File: config.mk
export PLATFORM = sky130hd
export DESIGN_NAME = conv_pass_sequencer
export DESIGN_NICKNAME = d
export VERILOG_FILES = /design/src/rtl/conv_pass_sequencer.sv
export SDC_FILE = /design/constraint.sdc
export NUM_CORES = 1
export LEC_CHECK = 0
export ABC_CLOCK_PERIOD_IN_PS = 6800
export BUFFER_PORTS_ARGS = -buffer_cell sky130_fd_sc_hd__buf_2
export CAP_MARGIN = 20
export CORE_MARGIN = 2
export CORE_UTILIZATION = 60
export CTS_CLUSTER_SIZE = 10
export DETAILED_ROUTE_END_ITERATION = 7
export PLACE_DENSITY = 0.83
export RECOVER_POWER = 25
export SLEW_MARGIN = 20
export SYNTH_ARGS = -nofsm -noshare
export SYNTH_HDL_FRONTEND = slang
export SYNTH_SLANG_ARGS = --single-unit
File: constraint.sdc
create_clock -name clk_i -period 6.8 [get_ports clk_i]
set_input_delay 1.36 -clock clk_i [delete_from_list [all_inputs] [get_ports clk_i]]
set_output_delay 1.36 -clock clk_i [all_outputs]
set_load 0.005 [all_outputs]
File: src/rtl/conv_pass_sequencer.sv
// Controls one convolution pass: latches the pass configuration, then sequences
// PRIME -> tap bursts with idle gaps -> skew drain -> done for the west-side weight scheduler.
module conv_pass_sequencer #(
  parameter int ROWS  = 8,
  parameter int COLS  = 8,
  parameter int PIX_W = 16
) (
  input  logic             clk_i,
  input  logic             rst_sync_i,
  input  logic             start_i,
  input  logic [3:0]       cfg_kernel_r_i,
  input  logic [PIX_W-1:0] cfg_out_pixels_i,
  input  logic [7:0]       cfg_gap_i,
  input  logic             stall_i,
  output logic             sched_enable_o,
  output logic             sched_sync_o,
  output logic [7:0]       tap_idx_o,
  output logic [PIX_W-1:0] burst_idx_o,
  output logic [COLS-1:0]  col_mask_o,
  output logic             busy_o,
  output logic             done_o,
  output logic             cfg_err_o
);

  localparam logic [2:0] S_IDLE  = 3'd0;
  localparam logic [2:0] S_PRIME = 3'd1;
  localparam logic [2:0] S_BURST = 3'd2;
  localparam logic [2:0] S_GAP   = 3'd3;
  localparam logic [2:0] S_DRAIN = 3'd4;
  localparam logic [2:0] S_DONE  = 3'd5;

  localparam int DRAIN_LEN = ROWS + COLS - 2;
  localparam logic [15:0]    DRAIN_LAST = 16'(DRAIN_LEN - 1);
  localparam logic [PIX_W:0] COLS_W     = (PIX_W+1)'(COLS);
  localparam logic [PIX_W:0] COLS_M1    = (PIX_W+1)'(COLS - 1);
  localparam logic [PIX_W:0] ONE_W      = (PIX_W+1)'(1);

  logic [2:0]       r_state;
  logic [7:0]       r_taps;
  logic [7:0]       r_gap;
  logic [PIX_W-1:0] r_last_idx;
  logic [COLS-1:0]  r_last_mask;
  logic [7:0]       r_gap_cnt;
  logic [15:0]      r_drain_cnt;

  logic             r_enable;
  logic             r_sync;
  logic [7:0]       r_tap;
  logic [PIX_W-1:0] r_burst_idx;
  logic [COLS-1:0]  r_col_mask;
  logic             r_busy;
  logic             r_done;
  logic             r_cfg_err;

  // Burst count and the partial-column remainder of the final burst (1..COLS).
  logic [PIX_W:0]   w_pix_ext;
  logic [PIX_W:0]   w_nb_ext;
  logic [PIX_W:0]   w_last_idx_ext;
  logic [PIX_W:0]   w_rem;
  logic [COLS-1:0]  w_last_mask;
  logic [7:0]       w_taps;
  logic             w_cfg_bad;
  logic             w_tap_last;
  logic             w_is_last;
  logic             w_next_is_last;
  logic             w_gap_done;
  logic [PIX_W-1:0] w_burst_inc;

  assign w_pix_ext      = {1'b0, cfg_out_pixels_i};
  assign w_nb_ext       = (w_pix_ext + COLS_M1) / COLS_W;
  assign w_last_idx_ext = w_nb_ext - ONE_W;
  assign w_rem          = w_pix_ext - w_last_idx_ext * COLS_W;
  assign w_taps         = {4'd0, cfg_kernel_r_i} * {4'd0, cfg_kernel_r_i};
  assign w_cfg_bad      = (cfg_kernel_r_i == 4'd0) || (cfg_out_pixels_i == '0);

  for (genvar gi = 0; gi < COLS; gi++) begin : g_mask
    assign w_last_mask[gi] = (w_rem > (PIX_W+1)'(gi));
  end

  assign w_tap_last     = (r_tap == r_taps - 8'd1);
  assign w_burst_inc    = r_burst_idx + PIX_W'(1);
  assign w_is_last      = (r_burst_idx == r_last_idx);
  assign w_next_is_last = (w_burst_inc == r_last_idx);
  // gap==0 counts as already expired, which gives the stall-only hold behaviour.
  assign w_gap_done     = ({1'b0, r_gap_cnt} + 9'd1) >= {1'b0, r_gap};

  always_ff @(posedge clk_i) begin
    if (rst_sync_i) begin
      r_state     <= S_IDLE;
      r_taps      <= '0;
      r_gap       <= '0;
      r_last_idx  <= '0;
      r_last_mask <= '0;
      r_gap_cnt   <= '0;
      r_drain_cnt <= '0;
      r_enable    <= 1'b0;
      r_sync      <= 1'b0;
      r_tap       <= '0;
      r_burst_idx <= '0;
      r_col_mask  <= '0;
      r_busy      <= 1'b0;
      r_done      <= 1'b0;
      r_cfg_err   <= 1'b0;
    end else begin
      r_done    <= 1'b0;
      r_cfg_err <= 1'b0;
      case (r_state)
        S_IDLE: begin
          if (start_i) begin
            if (w_cfg_bad) begin
              r_cfg_err <= 1'b1;
            end else begin
              r_taps      <= w_taps;
              r_gap       <= cfg_gap_i;
              r_last_idx  <= w_last_idx_ext[PIX_W-1:0];
              r_last_mask <= w_last_mask;
              r_burst_idx <= '0;
              r_state     <= S_PRIME;
              r_enable    <= 1'b1;
              r_busy      <= 1'b1;
            end
          end
        end
        S_PRIME: begin
          if (!stall_i) begin
            r_state    <= S_BURST;
            r_sync     <= 1'b1;
            r_tap      <= '0;
            r_col_mask <= (r_last_idx == '0) ? r_last_mask : '1;
          end
        end
        S_BURST: begin
          if (w_tap_last) begin
            r_tap      <= '0;
            r_sync     <= 1'b0;
            r_col_mask <= '0;
            if (w_is_last) begin
              r_state     <= S_DRAIN;
              r_drain_cnt <= '0;
            end else begin
              r_burst_idx <= w_burst_inc;
              r_gap_cnt   <= '0;
              if (r_gap == 8'd0 && !stall_i) begin
                r_sync     <= 1'b1;
                r_col_mask <= w_next_is_last ? r_last_mask : '1;
              end else begin
                r_state <= S_GAP;
              end
            end
          end else begin
            r_tap <= r_tap + 8'd1;
          end
        end
        S_GAP: begin
          if (w_gap_done && !stall_i) begin
            r_state    <= S_BURST;
            r_sync     <= 1'b1;
            r_tap      <= '0;
            r_col_mask <= w_is_last ? r_last_mask : '1;
          end else if (!w_gap_done) begin
            r_gap_cnt <= r_gap_cnt + 8'd1;
          end
        end
        S_DRAIN: begin
          if (r_drain_cnt == DRAIN_LAST) begin
            r_state  <= S_DONE;
            r_enable <= 1'b0;
            r_done   <= 1'b1;
          end else begin
            r_drain_cnt <= r_drain_cnt + 16'd1;
          end
        end
        S_DONE: begin
          r_state <= S_IDLE;
          r_busy  <= 1'b0;
        end
        default: begin
          r_state  <= S_IDLE;
          r_enable <= 1'b0;
          r_sync   <= 1'b0;
          r_busy   <= 1'b0;
        end
      endcase
    end
  end

  assign sched_enable_o = r_enable;
  assign sched_sync_o   = r_sync;
  assign tap_idx_o      = r_tap;
  assign burst_idx_o    = r_burst_idx;
  assign col_mask_o     = r_col_mask;
  assign busy_o         = r_busy;
  assign done_o         = r_done;
  assign cfg_err_o      = r_cfg_err;

endmodule
==> results.cfg <==
[status]
status = finished, violations left
violations = capacitance limit, slew limit

[timing]
worst_slew_pin_slew_ns = 3.23
slew_violations = 76
whs_ns = 0.463
skew_ns = 0.00783
finalSetupTns_ns = 0
rsz0062_at_grt = no
hold_viol = 0
fin_crit_ns = 5.78
relSlewSlack_pct = -116
setup_violations = 0
fmax_mhz = 173
setup_ws_ns = 1.02
post-route-period-util_pct = 84.9

[floorplan]
fp.dieArea_sq_um = 12100
initial_core_util_pct = 61.8
dieWidth_um = 110
core_area_sq_um = 10900
rows = 38
die_y_um = 110
pin_count = 69

[setup_path]
worst-path-max-fanout = 11
critPathKind = primary input to register
reg2reg_depth = 12
rr_endpoint = col_mask_o[6]
cp_common_cell = ha_1
end_kind = register
r2r_start = r_gap_cnt[2]
path_cells = buf_2 > nor3_2 > ha_1 > inv_1 > ha_1 > nor3_1 > a31oi_1 > xor2_1 > ha_1 > nor3b_1 > a211oi_1 > o21ai_0 > or4_1 > a2111oi_4 > a211oi_1
critical_path_arrival_ns = 5.85
critPathLaunch = cfg_out_pixels_i[1]
critPathBufInv = 2
max_stage_delay_ns = 0.65
reg2reg_setup_slack_ns = 3.11
crit_family = compound AO/OA/AOI/OAI gates
required_ns = 6.87
cpMaxStageDelayCell = a2111oi_4
startpoint_type = primary input
worst-path-stages = 15

[pwr]
pwr-share-comb_pct = 27.3
clock_power_share_pct = 29.5
seq_power_share_pct = 43.2
swShare_pct = 33.8
p_int_mw = 1.07
power_density_nw_per_um2 = 219
power_switching_mw = 0.543
power_mw = 1.61
p_leak_nw = 2.67
peakVddDrop_mv = 0.162

[layout]
seq_area_sq_um = 2040
syn2layout_area_growth_pct = 8.52
drive_gt1_share_pct = 10.4
stdcell_count = 1028
multi_input_area_sq_um = 4400
fill_cells = 974
final_net_count = 943
postLayoutCellArea_sq_um = 7330
antenna_cells = 0
fin_util_pct = 67.0

[synthesis]
yosys_warnings = 0
synth_most_common_cell = dfxtp_1
postSynthCellCount = 844
ys_seq_area_share_pct = 30.2
synthTopCellsByCount = dfxtp_1, nor2_1, nand2_1
ys.flop_type = dfxtp_1
synth_top_area_cell = dfxtp_1
synth_nets = 904
synth-async-reset-ratio_pct = 0
synth_seq_cells = 102
synth_edf_count = 0
synth_area_per_cell_sq_um = 8.01
synth_area_sq_um = 6760
synth_cell_types = 74
synth_area_leaders = dfxtp_1, xnor2_1, a21oi_1
synth_top_area_share_pct = 30.2

[hold_path]
min_path_type = register to register
min_from = r_gap[5]
min_to = r_gap[5]
min_path_cells = 2

[clocking]
clock_sinks = 102
clk_transition_reported_paths_ns = 0.07
cts_hold_buf = 0
root_buffer = clkbuf_16
cts_tree = yes
post_cts_buffers = 0
cts_buffer_depth = 2
cts_made_buffers = 9
h-tree-depth = 3
worstSkewPairLatency_ns = 0.35
ctsResizeCount = 0

[routing]
drc = 0
wl_per_cell_um = 16.2
final_antenna_net_count = 0
drt_iter0_drc = 373
drt-total-wl_um = 16600
drt_first_pass_iters = 6
via_count = 6354
via_per_inst = 6.18

[place]
post-place-ws_ns = 0.910
place_area_sq_um = 7090
place.gp.congestion = 0.960
portBuffers = 68
hpwl_um = 12200
dp.cells = 1012

[job]
maxCapViolCount = 1

[global_routing]
grt_start_max_net_pins = 76
grt-ovfl-total = 0
grt_pass1_wl_um = 27300
antenna_found_initial = 0
grt_pass1_vias = 5561
track_usage_pct = 28.3
cell usage in the layout (no fill, tap or decap), types with 7 or more instances in the layout:
| master | count |
|---|---|
| buf_2 | 49 |
| xnor2_1 | 53 |
| o21bai_1 | 11 |
| clkbuf_1 | 21 |
| a31oi_1 | 14 |
| and3_1 | 9 |
| nand3_1 | 18 |
| nor3_1 | 29 |
| ha_1 | 26 |
| inv_1 | 24 |
| or3_1 | 8 |
| a21oi_1 | 69 |
| a21boi_0 | 9 |
| dfxtp_1 | 102 |
| a211oi_1 | 9 |
| nor2_1 | 77 |
| o211ai_1 | 10 |
| nor4_1 | 18 |
| o21ai_0 | 33 |
| xor2_1 | 31 |
| nand4_1 | 20 |
| or4_1 | 9 |
| nand2_1 | 74 |
| nand2b_1 | 8 |
| and2_1 | 10 |
| nor2b_1 | 15 |
| a311oi_1 | 10 |
| nand3b_1 | 11 |
| o2111ai_1 | 7 |
| clkbuf_16 | 9 |
routing by layer:
layer	part of all wire [%]	vias to the layer above	global-route usage, %	routed length [um]
met1	46	2940	39.3	7620
met2	45	239	43.8	7470
met3	7.8	23	7.29	1300
met4	1.4	0	7.59	226
met5	0	-	0	0
li1	-	3152	-	-
flip-flops by register name (all words and copies together), names as in the netlist, 3 cells and up:
name	count
r_last_idx	15
r_gap_cnt	8
r_last_mask	8
r_gap	8
r_state	3
r_drain_cnt	16
tap_idx_o	8
r_taps	7
col_mask_o	8
burst_idx_o	16
power by group through the flow:
stage	sequential, mW	clock (mW)	combinational, mW
finish	0.695	0.474	0.440
global route	0.700	0.506	0.485
CTS	0.692	0.479	0.435
detailed placement	0.705	0	0.433
global placement	0.705	0	0.424
floorplan	0.690	0	0.331
kinds of logic after synthesis:
family	Yosys count	synth area share (%)
AND/OR/NAND/NOR	339	26.1
AO/OA/AOI/OAI	217	21.8
flip-flops	102	30.2
XOR/XNOR	85	11.2
buffers and inverters	70	4.74
adder cells (fa/ha/maj)	28	5.41
multiplexers	3	0.500
tightest hold or removal path, cell delays in order, from the launching register on:
cell and delay [ns]:
dfxtp_1 0.31, nand2_1 0.05, a21oi_1 0.06
worst max-delay path by stage:
stage                           endpoint  slack, ns
after global placement    r_last_mask[7]       1.13
after global routing      r_last_mask[7]       0.69
after detailed placement  r_last_mask[2]       0.91
after floorplan           r_last_mask[2]       1.40
final                     r_last_mask[7]       1.02
after CTS                 r_last_mask[7]       1.26
layout make-up:
class	instances	share of cell area, %
multi-input combinational	672	60.0
sequential	102	27.8
timing repair buffer	74	4.88
clock buffer	10	3.12
tap	140	2.39
inverter	24	1.23
clock inverter	6	0.512
Power figures use the tool's default switching activity.
